==> src/rtl/leaf_stream_adapter.sv <==
// Leaf-interface <-> operator stream adapter: one FIFO per channel plus an IDLE/RUN/DRAIN start/done FSM.
// Optional per-channel transfer counters are compiled in with LEAF_ADAPTER_XFER_COUNT_EN.

// Handshake: a word moves when vld and ack are both high at a rising clk edge; ack is the
// registered not-full flag, vld the registered not-empty flag, so no input reaches them combinationally.
module leaf_stream_fifo #(
   parameter int W     = 32,
   parameter int DEPTH = 4
) (
   input  logic         clk,
   input  logic         reset,
   input  logic [W-1:0] i_push_data,
   input  logic         i_push_vld,
   output logic         o_push_ack,
   output logic [W-1:0] o_pop_data,
   output logic         o_pop_vld,
   input  logic         i_pop_ack
);
   localparam int AW = $clog2(DEPTH);
   localparam logic [AW:0] CNT_FULL = (AW+1)'(DEPTH);

   logic [W-1:0]  r_mem [DEPTH];
   logic [AW-1:0] r_wr_ptr;
   logic [AW-1:0] r_rd_ptr;
   logic [AW:0]   r_count;
   logic          r_rdy;
   logic          w_push;
   logic          w_pop;

   // r_rdy keeps ack low through reset and raises it on the first cycle after release.
   assign o_push_ack = r_rdy && (r_count != CNT_FULL);
   assign o_pop_vld  = (r_count != '0);
   assign o_pop_data = r_mem[r_rd_ptr];
   assign w_push     = i_push_vld && o_push_ack;
   assign w_pop      = o_pop_vld && i_pop_ack;

   always_ff @(posedge clk) begin
      if (w_push) r_mem[r_wr_ptr] <= i_push_data;
   end

   always_ff @(posedge clk) begin
      if (!reset) begin
         r_rdy    <= 1'b0;
         r_wr_ptr <= '0;
         r_rd_ptr <= '0;
         r_count  <= '0;
      end else begin
         r_rdy <= 1'b1;
         if (w_push) r_wr_ptr <= r_wr_ptr + 1'b1;
         if (w_pop)  r_rd_ptr <= r_rd_ptr + 1'b1;
         case ({w_push, w_pop})
            2'b10:   r_count <= r_count + 1'b1;
            2'b01:   r_count <= r_count - 1'b1;
            default: r_count <= r_count;
         endcase
      end
   end
endmodule

module leaf_stream_adapter #(
   parameter int PAYLOAD_BITS  = 32,
   parameter int NUM_IN_PORTS  = 1,
   parameter int NUM_OUT_PORTS = 1,
   parameter int FIFO_DEPTH    = 4
) (
   input  logic                                    clk,
   input  logic                                    reset,
   input  logic [NUM_IN_PORTS*PAYLOAD_BITS-1:0]    dout_leaf_interface2user,
   input  logic [NUM_IN_PORTS-1:0]                 vld_interface2user,
   output logic [NUM_IN_PORTS-1:0]                 ack_user2interface,
   output logic [NUM_OUT_PORTS*PAYLOAD_BITS-1:0]   din_leaf_user2interface,
   output logic [NUM_OUT_PORTS-1:0]                vld_user2interface,
   input  logic [NUM_OUT_PORTS-1:0]                ack_interface2user,
   output logic [NUM_IN_PORTS*PAYLOAD_BITS-1:0]    op_in_data,
   output logic [NUM_IN_PORTS-1:0]                 op_in_vld,
   input  logic [NUM_IN_PORTS-1:0]                 op_in_ack,
   input  logic [NUM_OUT_PORTS*PAYLOAD_BITS-1:0]   op_out_data,
   input  logic [NUM_OUT_PORTS-1:0]                op_out_vld,
   output logic [NUM_OUT_PORTS-1:0]                op_out_ack,
   input  logic                                    ap_start_in,
   output logic                                    ap_start,
   input  logic                                    ap_done,
   output logic                                    busy,
   output logic [32*(NUM_IN_PORTS+NUM_OUT_PORTS)-1:0] xfer_count,
   output logic [1:0]                              o_dbg_state
);
   typedef enum logic [1:0] {
      IDLE  = 2'd0,
      RUN   = 2'd1,
      DRAIN = 2'd2
   } state_t;

   state_t r_state;
   state_t w_state_next;
   logic   r_ap_start;
   logic   r_busy;
   logic   w_out_empty;

   for (genvar i = 0; i < NUM_IN_PORTS; i++) begin : g_in
      leaf_stream_fifo #(.W(PAYLOAD_BITS), .DEPTH(FIFO_DEPTH)) u_fifo (
         .clk         (clk),
         .reset       (reset),
         .i_push_data (dout_leaf_interface2user[i*PAYLOAD_BITS +: PAYLOAD_BITS]),
         .i_push_vld  (vld_interface2user[i]),
         .o_push_ack  (ack_user2interface[i]),
         .o_pop_data  (op_in_data[i*PAYLOAD_BITS +: PAYLOAD_BITS]),
         .o_pop_vld   (op_in_vld[i]),
         .i_pop_ack   (op_in_ack[i])
      );
   end

   for (genvar j = 0; j < NUM_OUT_PORTS; j++) begin : g_out
      leaf_stream_fifo #(.W(PAYLOAD_BITS), .DEPTH(FIFO_DEPTH)) u_fifo (
         .clk         (clk),
         .reset       (reset),
         .i_push_data (op_out_data[j*PAYLOAD_BITS +: PAYLOAD_BITS]),
         .i_push_vld  (op_out_vld[j]),
         .o_push_ack  (op_out_ack[j]),
         .o_pop_data  (din_leaf_user2interface[j*PAYLOAD_BITS +: PAYLOAD_BITS]),
         .o_pop_vld   (vld_user2interface[j]),
         .i_pop_ack   (ack_interface2user[j])
      );
   end

   assign w_out_empty = ~|vld_user2interface;

   // ap_start/busy are registered from the next state so they track the state with no extra lag.
   always_ff @(posedge clk) begin
      if (!reset) begin
         r_state    <= IDLE;
         r_ap_start <= 1'b0;
         r_busy     <= 1'b0;
      end else begin
         r_state    <= w_state_next;
         r_ap_start <= (w_state_next == RUN);
         r_busy     <= (w_state_next != IDLE);
      end
   end

   always_comb begin
      w_state_next = r_state;
      case (r_state)
         IDLE:    if (ap_start_in) w_state_next = RUN;
         RUN:     if (ap_done) w_state_next = DRAIN;
         DRAIN:   if (w_out_empty) w_state_next = ap_start_in ? RUN : IDLE;
         default: w_state_next = IDLE;
      endcase
   end

   assign ap_start    = r_ap_start;
   assign busy        = r_busy;
   assign o_dbg_state = r_state;

`ifdef LEAF_ADAPTER_XFER_COUNT_EN
   localparam int NCH = NUM_IN_PORTS + NUM_OUT_PORTS;
   logic [NCH-1:0] w_op_xfer;
   logic [31:0]    r_xfer_cnt [NCH];

   // Counts are taken on the operator side of every channel, input lanes first.
   assign w_op_xfer = {op_out_vld & op_out_ack, op_in_vld & op_in_ack};

   always_ff @(posedge clk) begin
      for (int k = 0; k < NCH; k++) begin
         if (!reset)            r_xfer_cnt[k] <= '0;
         else if (w_op_xfer[k]) r_xfer_cnt[k] <= r_xfer_cnt[k] + 32'd1;
      end
   end

   for (genvar k = 0; k < NCH; k++) begin : g_cnt
      assign xfer_count[k*32 +: 32] = r_xfer_cnt[k];
   end
`else
   assign xfer_count = '0;
`endif
endmodule

==> config.mk <==
export PLATFORM = sky130hd
export DESIGN_NAME = leaf_stream_adapter
export DESIGN_NICKNAME = d
export VERILOG_FILES = /design/src/rtl/leaf_stream_adapter.sv
export SDC_FILE = /design/constraint.sdc
export NUM_CORES = 1
export LEC_CHECK = 0
export ABC_AREA = 1
export ABC_CLOCK_PERIOD_IN_PS = 3700
export CAP_MARGIN = 10
export CORE_MARGIN = 10
export CORE_UTILIZATION = 40
export CTS_BUF_LIST = sky130_fd_sc_hd__clkbuf_4 sky130_fd_sc_hd__clkbuf_8 sky130_fd_sc_hd__clkbuf_16
export DETAILED_ROUTE_END_ITERATION = 8
export GPL_ROUTABILITY_DRIVEN = 0
export PLACE_DENSITY_LB_ADDON = 0.1
export SYNTH_ARGS = -nofsm -noshare
export SYNTH_HDL_FRONTEND = slang
export SYNTH_HIERARCHICAL = 1
export SYNTH_SLANG_ARGS = --single-unit
==> constraint.sdc <==
create_clock -name clk -period 3.7 [get_ports clk]
set_input_delay 0.555 -clock clk [delete_from_list [all_inputs] [get_ports clk]]
set_output_delay 0.555 -clock clk [all_outputs]
set_load 0.05 [all_outputs]
======== Yosys cells after proc, flatten, opt, wreduce, memory -nomap -nowiden ========
Memories as Yosys holds them, arrays and structs flattened. A register that Yosys moved wholly into a read port is not among the register bits.
Cells that the tools add are included.
cells by class
  $add $sub $neg .......................... 8
  reductions and logical operators ........ 12
  equal/unequal tests ..................... 9
  multiplexer cells ....................... 16
operator list
  operator                                                               count
  2-bit two-way mux                                                      7
  3-bit case mux with 2 select lines                                     2
  2-bit by 1-bit adder with 2-bit output, second input constant          4
  2-bit by 1-bit equality test with 1-bit output, second input constant  4
  3-bit by 1-bit adder with 3-bit output, second input constant          2
  2-bit equality test, second input constant                             3
  1-bit logical AND                                                      6
  1-bit two-way mux                                                      6
  3-bit != test, second input constant                                   2
  2-bit case mux with 3 select lines                                     1
  2-bit nonzero test                                                     3
  3-bit nonzero test                                                     2
  3-bit by 1-bit subtractor with 3-bit output, second input constant     2
  2-bit zero test                                                        1
storage, ports and cells
  word-level logic and storage cells ...... 57
  bits in writable memories ............... 256
  memories ................................ 2
  output and inout port bits .............. 136
  register bits after elaboration ......... 19
  input bits .............................. 72
memories
  memory                 depth  bits a word  rd ports  clocked after memory_dff  wr ports  RTL line  source
  g_in[0].u_fifo.r_mem   4      32           1         1                         1         22        logic [W-1:0] r_mem [DEPTH];
  g_out[0].u_fifo.r_mem  4      32           1         1                         1         22

======== Longest topological paths before layout ========
Gate-level depths: netlist (run 1).
  word-level depth ........................ 5
  gate-level depth with buffers ........... 13
  gate-level depth less buffers ........... 13

======== By module ========
Netlist (run 1), hierarchy kept.
modules (own cells, without submodules)
  module               cells each  times used  sequential area each (um2)  area an instance (um2)
  leaf_stream_fifo     382         2           4043.9                      5316.3
  leaf_stream_adapter  84          1           80.1                        630.6

======== Worst setup path after synthesis (run 1) ========
No wires, ideal clock.
  kind .................................... input to register
  start ................................... input port vld_interface2user
  end ..................................... memory g_in[0].u_fifo.r_mem[0][0], enable pin
  data required time ...................... 3.279 ns
  stages on the path ...................... 2
  setup time .............................. 0.421 ns
  data arrival time ....................... 2.021 ns
  path slack .............................. 1.258 ns
  buffers on the path ..................... 0
  cells stage by stage .................... nand3_4 > nor2_1
between the ends
  word-level cells in the longest chain between the ends .. 3
ends and longest elaborated chain
  element                                  RTL line  source
  from (decl)                              69        input logic [NUM_IN_PORTS-1:0] vld_interface2user,
  1-bit logical AND                        34        assign w_push = i_push_vld && o_push_ack;
  1-bit two-way mux                        38        if (w_push) r_mem[r_wr_ptr] <= i_push_data;
  1-bit two-way mux (implied by the code)  38
  to (decl)                                22
No other way between the ends.

==> impl_metrics.yaml, run 1 <==
drt:
  wl_per_cell_um: 17.8
  drt_iter0_markers: 316
  vias: 6763
  ant_nets: 0
  drt_pass1_iterations: 4
  via_per_inst: 4.84
  wl_um: 24900
  drcViolationCount: 0
timing:
  tightest_slew_ns: 0.626
  final.min_clock_period_ns: 3.28
  rsz0062_at_grt: "no"
  setup_violations: 0
  worst_clock_skew_ns: 0.00854
  final-hold-violation-count: 0
  setup_tns_ns: 0
  fin_hold_ws_ns: 0.501
  period_share_pct: 88.7
  max_slew_margin_pct: 58.1
  fmax_mhz: 305
  slew_violations: 0
global_route:
  grt_max_degree: 65
  grt_pass1_vias: 6809
  overflow: 0
  antenna_found_initial: 3
  grt_pass1_wl_um: 38400
  grtUsageTotal_pct: 13.4
worst_setup_path:
  worstReg2RegStart: "g_out[0].u_fifo/r_count[1]"
  critPathArrivalTime_ns: 2.73
  end_kind: "primary output"
  reg2reg_slack_ns: 1.77
  critPathKind: "reg2out"
  required_ns: 3.14
  critPathMaxFanout: 50
  critPathLaunchType: "flop"
pwr:
  p_int_mw: 6.14
  pwr-share-comb_pct: 33.4
  power_switching_mw: 3.58
  switching_share_pct: 36.8
  clkPwrFrac_pct: 27.8
  seqPwrFrac_pct: 38.8
  power.leakage_nw: 4.80
  power_mw: 9.72
  p_per_area_nw_per_um2: 710
  worst_ir_drop_vdd_mv: 0.347
placed_design:
  dpl_cell_area_um2: 12800
  portBuffers: 143
  dpl.hpwl_um: 15500
layout:
  regArea_um2: 8170
  antennaDiodeCount: 0
  fin_area_um2: 13700
  drive_gt1_share_pct: 8.54
  nNetsFinal: 1082
  layout_common_cells: "edfxtp_1 (256), clkdlybuf4s50_1 (143), nor2_1 (140)"
  fillers: 2477
  final_common_cell: "edfxtp_1"
  syn_to_final_growth_pct: 21.6
  multi_input_area_um2: 2410
floorplanning:
  start_util_pct: 40.5
  die_y_um: 188
  die_area_um2: 35300
  coreArea_um2: 27800
  die_w_um: 188
  pin_count: 208
  fp-row-count: 61
yosys:
  yosys.area_share.simple_pct: 7.19
  synthTopCellsByArea: "edfxtp_1 (68%), nor2_1 (4.9%), buf_4 (4.7%)"
  synth_top_cell_by_area: "edfxtp_1"
  synthAdderAreaFrac_pct: 1.47
  synth-seq-cells: 280
  post_synth.cell_area_avg_um2: 13.3
  synth-compound-area-share_pct: 10.1
  synth_top_family_by_area: "compound AO/OA/AOI/OAI gates"
  synth_xor_area_share_pct: 0
  yosysSeqAreaShare_pct: 72.5
  syn_area_um2: 11300
  synth_cell_type_count: 25
  yosysWarnings: 6
  synthMuxAreaShare_pct: 0
  synthCells: 848
  synth_top_area_share_pct: 68.3
cts:
  cts_hold_buffers: 0
  cts_tree: "built"
  cts_root_buffer: "clkbuf_16"
  cts.clk_slew.worst_paths_ns: 0.06
  clk_latency_ns: 0.53
  htree_num_levels: 1
  clock_path_buffers: 3
  clock_sinks: 280
  cts_inserted_buffers: 29
worst_hold_path:
  hp-start: "g_out[0].u_fifo/r_rd_ptr[1]"
  min_path_type: "reg2reg"
flow_run:
  drv_cap: 0
run_status:
  status: "completed"
critical path: stages, from the launching register on:
cell and delay [ns]:
dfxtp_2 0.58, buf_12 0.29, o21ai_0 0.12, o22ai_1 0.31, clkdlybuf4s50_1 0.88
cells in the mapped netlist, drive strengths merged:
| master | number |
|---|---|
| a21boi | 5 |
| a21oi | 4 |
| buf | 100 |
| clkbuf | 2 |
| conb | 1 |
| dfxtp | 24 |
| edfxtp | 256 |
| fa | 2 |
| ha | 10 |
| inv | 46 |
| nand2 | 35 |
| nand3 | 8 |
| nand4 | 4 |
| nor2 | 152 |
| o21ai | 135 |
| o22ai | 64 |
power by group through the flow:
stage               registers (mW)  clock network (mW)  logic [mW]
floorplan                     3.77                   0        2.42
global placement              3.83                   0        3.28
detailed placement            3.83                   0        3.29
CTS                           3.77                2.79        3.30
global route                  3.79                2.92        3.47
finish                        3.77                2.70        3.25
through the flow:
| stage | util (%) | instances | worst slack, ns |
|---|---|---|---|
| floorplan | - | 911 | 1.26 |
| finish | 49.3 | 1397 | 0.420 |
| CTS | 49.3 | 1397 | 0.132 |
| global placement | 46.1 | 1345 | 0.776 |
| global route | 49.3 | 1397 | 0.291 |
| detailed placement | 46.1 | 1345 | 0.713 |
sequential cells by signal (all words and copies together) (netlist names), named ones only:
| signal | count |
|---|---|
| g_out.u_fifo/r_rd_ptr | 2 |
| busy | 1 |
| o_dbg_state | 2 |
| g_out.u_fifo/r_rdy | 1 |
| ap_start | 1 |
| g_in.u_fifo/r_rd_ptr | 2 |
| g_out.u_fifo/r_wr_ptr | 2 |
| g_in.u_fifo/r_count | 3 |
| g_in.u_fifo/r_rdy | 1 |
| g_out.u_fifo/r_mem | 128 |
| g_in.u_fifo/r_mem | 128 |
| g_in.u_fifo/r_wr_ptr | 2 |
| g_out.u_fifo/r_count | 3 |
logic make-up (layout without fill, tap and decap cells):
kind of cell | count (synthesis) | after routing
AND/OR/NAND/NOR | 199 | 199
buffers and inverters | 148 | 256
flip-flops | 280 | 280
other | 1 | 64
adder cells (fa/ha/maj) | 12 | 12
AO/OA/AOI/OAI | 208 | 208
worst paths after layout:
check | to | cells past startpoint
setup reg to reg | g_out[0].u_fifo/r_count[2] | 12
hold / removal | g_out[0].u_fifo/r_rd_ptr[1] | 2
hold reg to reg | g_out[0].u_fifo/r_rd_ptr[1] | 2
setup / recovery | op_in_data[6] | 4
cell type report:
type	instances	share of cell area [%]
Inverter	46	1.37
Multi-Input combinational cell	483	17.6
Timing Repair Buffer	158	11.4
Clock inverter	17	0.850
Tap cell	378	3.45
Sequential cell	280	59.7
Clock buffer	35	5.67
layer usage:
metal	track usage [%]	vias to the layer above	routed length, µm	share of wire [%]
li1	-	3227	-	-
met1	16.7	3291	10700	43
met2	22.5	205	12000	48
met3	4.06	34	1800	7.2
met4	3.23	6	379	1.5
met5	0	-	46	0.18
repair_timing:
item / 4_1_cts / 5_1_grt
buffers inserted: 0 / 0
resized for setup: 0 / 1
hold endpoints to repair: 0 / 0
endpoints found under the setup margin: 0 / 1
Note: power is estimated with default switching activity, not from simulation.
==> inputs of run 2 (changes only) <==
- CORE_UTILIZATION: 40 -> 35
==> run 2 against run 1 <==
Worst hold slack better by 0.012 ns. Clock power is 6% higher. Routed wire length is 3.7% higher. Critical endpoint is now din_leaf_user2interface[8]. Fmax is 6.9% lower. Sequential power hardly changed. Via count is 1.3% lower.
==> impl_metrics.yaml, run 2 (synthesized netlist as in run 1, its figures left out) <==
global_route:
  grt.busiest_layer: "met2"
  grt_util_met3_pct: 3.16
  gr-usage-met2_pct: 21.1
  overflow: 0
  grt_pass1_vias: 6718
  grtUsageTotal_pct: 12.4
  grt_pass1_wl_um: 38600
  use_met1_pct: 15.0
  antenna_found_initial: 3
  grt_max_degree: 65
layout:
  final_cells: 1428
  drive_gt1_share_pct: 8.88
  syn_to_final_growth_pct: 22.4
  multi_input_area_um2: 2390
  layout_common_cells: "edfxtp_1 (256), clkdlybuf4s50_1 (143), nor2_1 (140)"
  regArea_um2: 8170
  final_common_cell: "edfxtp_1"
  fillers: 2895
  fin_area_um2: 13800
  nNetsFinal: 1086
  reg_top3: "g_in.u_fifo/r_mem: 128 flops, g_out.u_fifo/r_mem: 128 flops"
drt:
  drt_pass1_iterations: 5
  via_per_inst: 4.68
  wl_um: 25800
  vias: 6676
  wl_per_cell_um: 18.1
  drcViolationCount: 0
  drt_iter0_markers: 332
  ant_nets: 0
timing:
  worst_slack_ns: 0.178
  slew_violations: 0
  worst_clock_skew_ns: 0.0232
  period_share_pct: 95.2
  setup_violations: 0
  final-hold-violation-count: 0
  fmax_mhz: 284
  setup_tns_ns: 0
  tightest_slew_ns: 0.778
  final.min_clock_period_ns: 3.52
  max_slew_margin_pct: 48.2
  rsz0062_at_grt: "no"
worst_setup_path:
  critPathKind: "reg2out"
  reg2reg_depth: 12
  worstReg2RegStart: "g_out[0].u_fifo/r_count[1]"
  reg2reg_slack_ns: 1.76
  critPathMaxFanout: 13
  required_ns: 3.14
  end_kind: "primary output"
  critPathArrivalTime_ns: 2.97
  critPathLaunchType: "flop"
  rr_endpoint: "g_out[0].u_fifo/r_count[2]"
worst_hold_path:
  whs_endpoint: "g_out[0].u_fifo/r_rd_ptr[1]"
  min_path_cells: 2
  hp-start: "g_out[0].u_fifo/r_rd_ptr[1]"
  min_path_type: "reg2reg"
cts:
  cts_setup_buffers: 0
  cts_hold_buffers: 0
  clock_sinks: 280
  cts_tree: "built"
  cts_resized: 0
  clk_latency_ns: 0.56
  clock_path_buffers: 3
  cts_inserted_buffers: 30
  htree_num_levels: 1
  cts.clk_slew.worst_paths_ns: 0.06
  cts_root_buffer: "clkbuf_16"
floorplanning:
  coreArea_um2: 31600
  die_w_um: 199
  die_area_um2: 39800
  start_util_pct: 35.6
  pin_count: 208
  die_y_um: 199
  fp-row-count: 65
pwr:
  worst_ir_drop_vdd_mv: 0.412
  p_per_area_nw_per_um2: 718
  power.leakage_nw: 4.82
  power_mw: 9.90
run_status:
  status: "completed"
placed_design:
  dpl_cell_area_um2: 12800
  dp_slack_ns: 0.737
  place_inst: 1372
  dpl.hpwl_um: 16300
  portBuffers: 143
flow_run:
  drv_cap: 0
run 2: area by class of cell:
type | count | share of cell area [%]
multi-input combinational | 483 | 17.3
antenna | 1 | 0.0181
tap | 402 | 3.65
inverter | 46 | 1.36
sequential | 280 | 59.3
clock buffer | 34 | 5.66
timing repair buffer | 161 | 11.5
clock inverter | 21 | 1.28
run 2: how the worst max path moves through the flow:
stage	endpoint	slack, ns	depth (start not counted)
finish	din_leaf_user2interface[8]	0.18	5
global route	op_in_data[19]	0.03	4
CTS	din_leaf_user2interface[8]	0.06	5
detailed placement	din_leaf_user2interface[8]	0.74	5
global placement	din_leaf_user2interface[8]	0.74	5
floorplan	g_in[0].u_fifo/r_mem[0][0]	1.26	2
run 2: metal layers:
metal  part of all wire (%)  wire length, µm
met5                   0.10               26
met4                    2.7              687
met3                    7.6             1950
met2                     48            12300
met1                     42            10900
run 2: through the flow:
| stage | hold slack, ns | utilization (%) |
|---|---|---|
| after floorplan | 0.463 | - |
| after detailed placement | 0.508 | 40.5 |
| final | 0.514 | 43.6 |
| after CTS | 0.517 | 43.6 |
| after global routing | 0.555 | 43.6 |
| after global placement | 0.507 | 40.5 |
run 2: power by group:
| group | total (mW) | switching, mW | internal (mW) |
|---|---|---|---|
| Sequential | 3.76 | 0.123 | 3.63 |
| Combinational | 3.29 | 2.34 | 0.953 |
| Clock | 2.85 | 1.20 | 1.65 |
| Total | 9.90 | 3.66 | 6.24 |
run 2: critical path, stage by stage, from the launching register on:
cell and delay (ns):
dfxtp_1 0.64, buf_4 0.27, buf_4 0.22, o21ai_0 0.11, o22ai_1 0.28, clkdlybuf4s50_1 0.87
==> inputs of run 3 (changes only) <==
- CTS_CLUSTER_DIAMETER: unset -> 100
- SKIP_CTS_REPAIR_TIMING: unset -> 1
==> results of run 3 <==
Same layout as run 2: the final DEF is identical, and so are final timing and power.
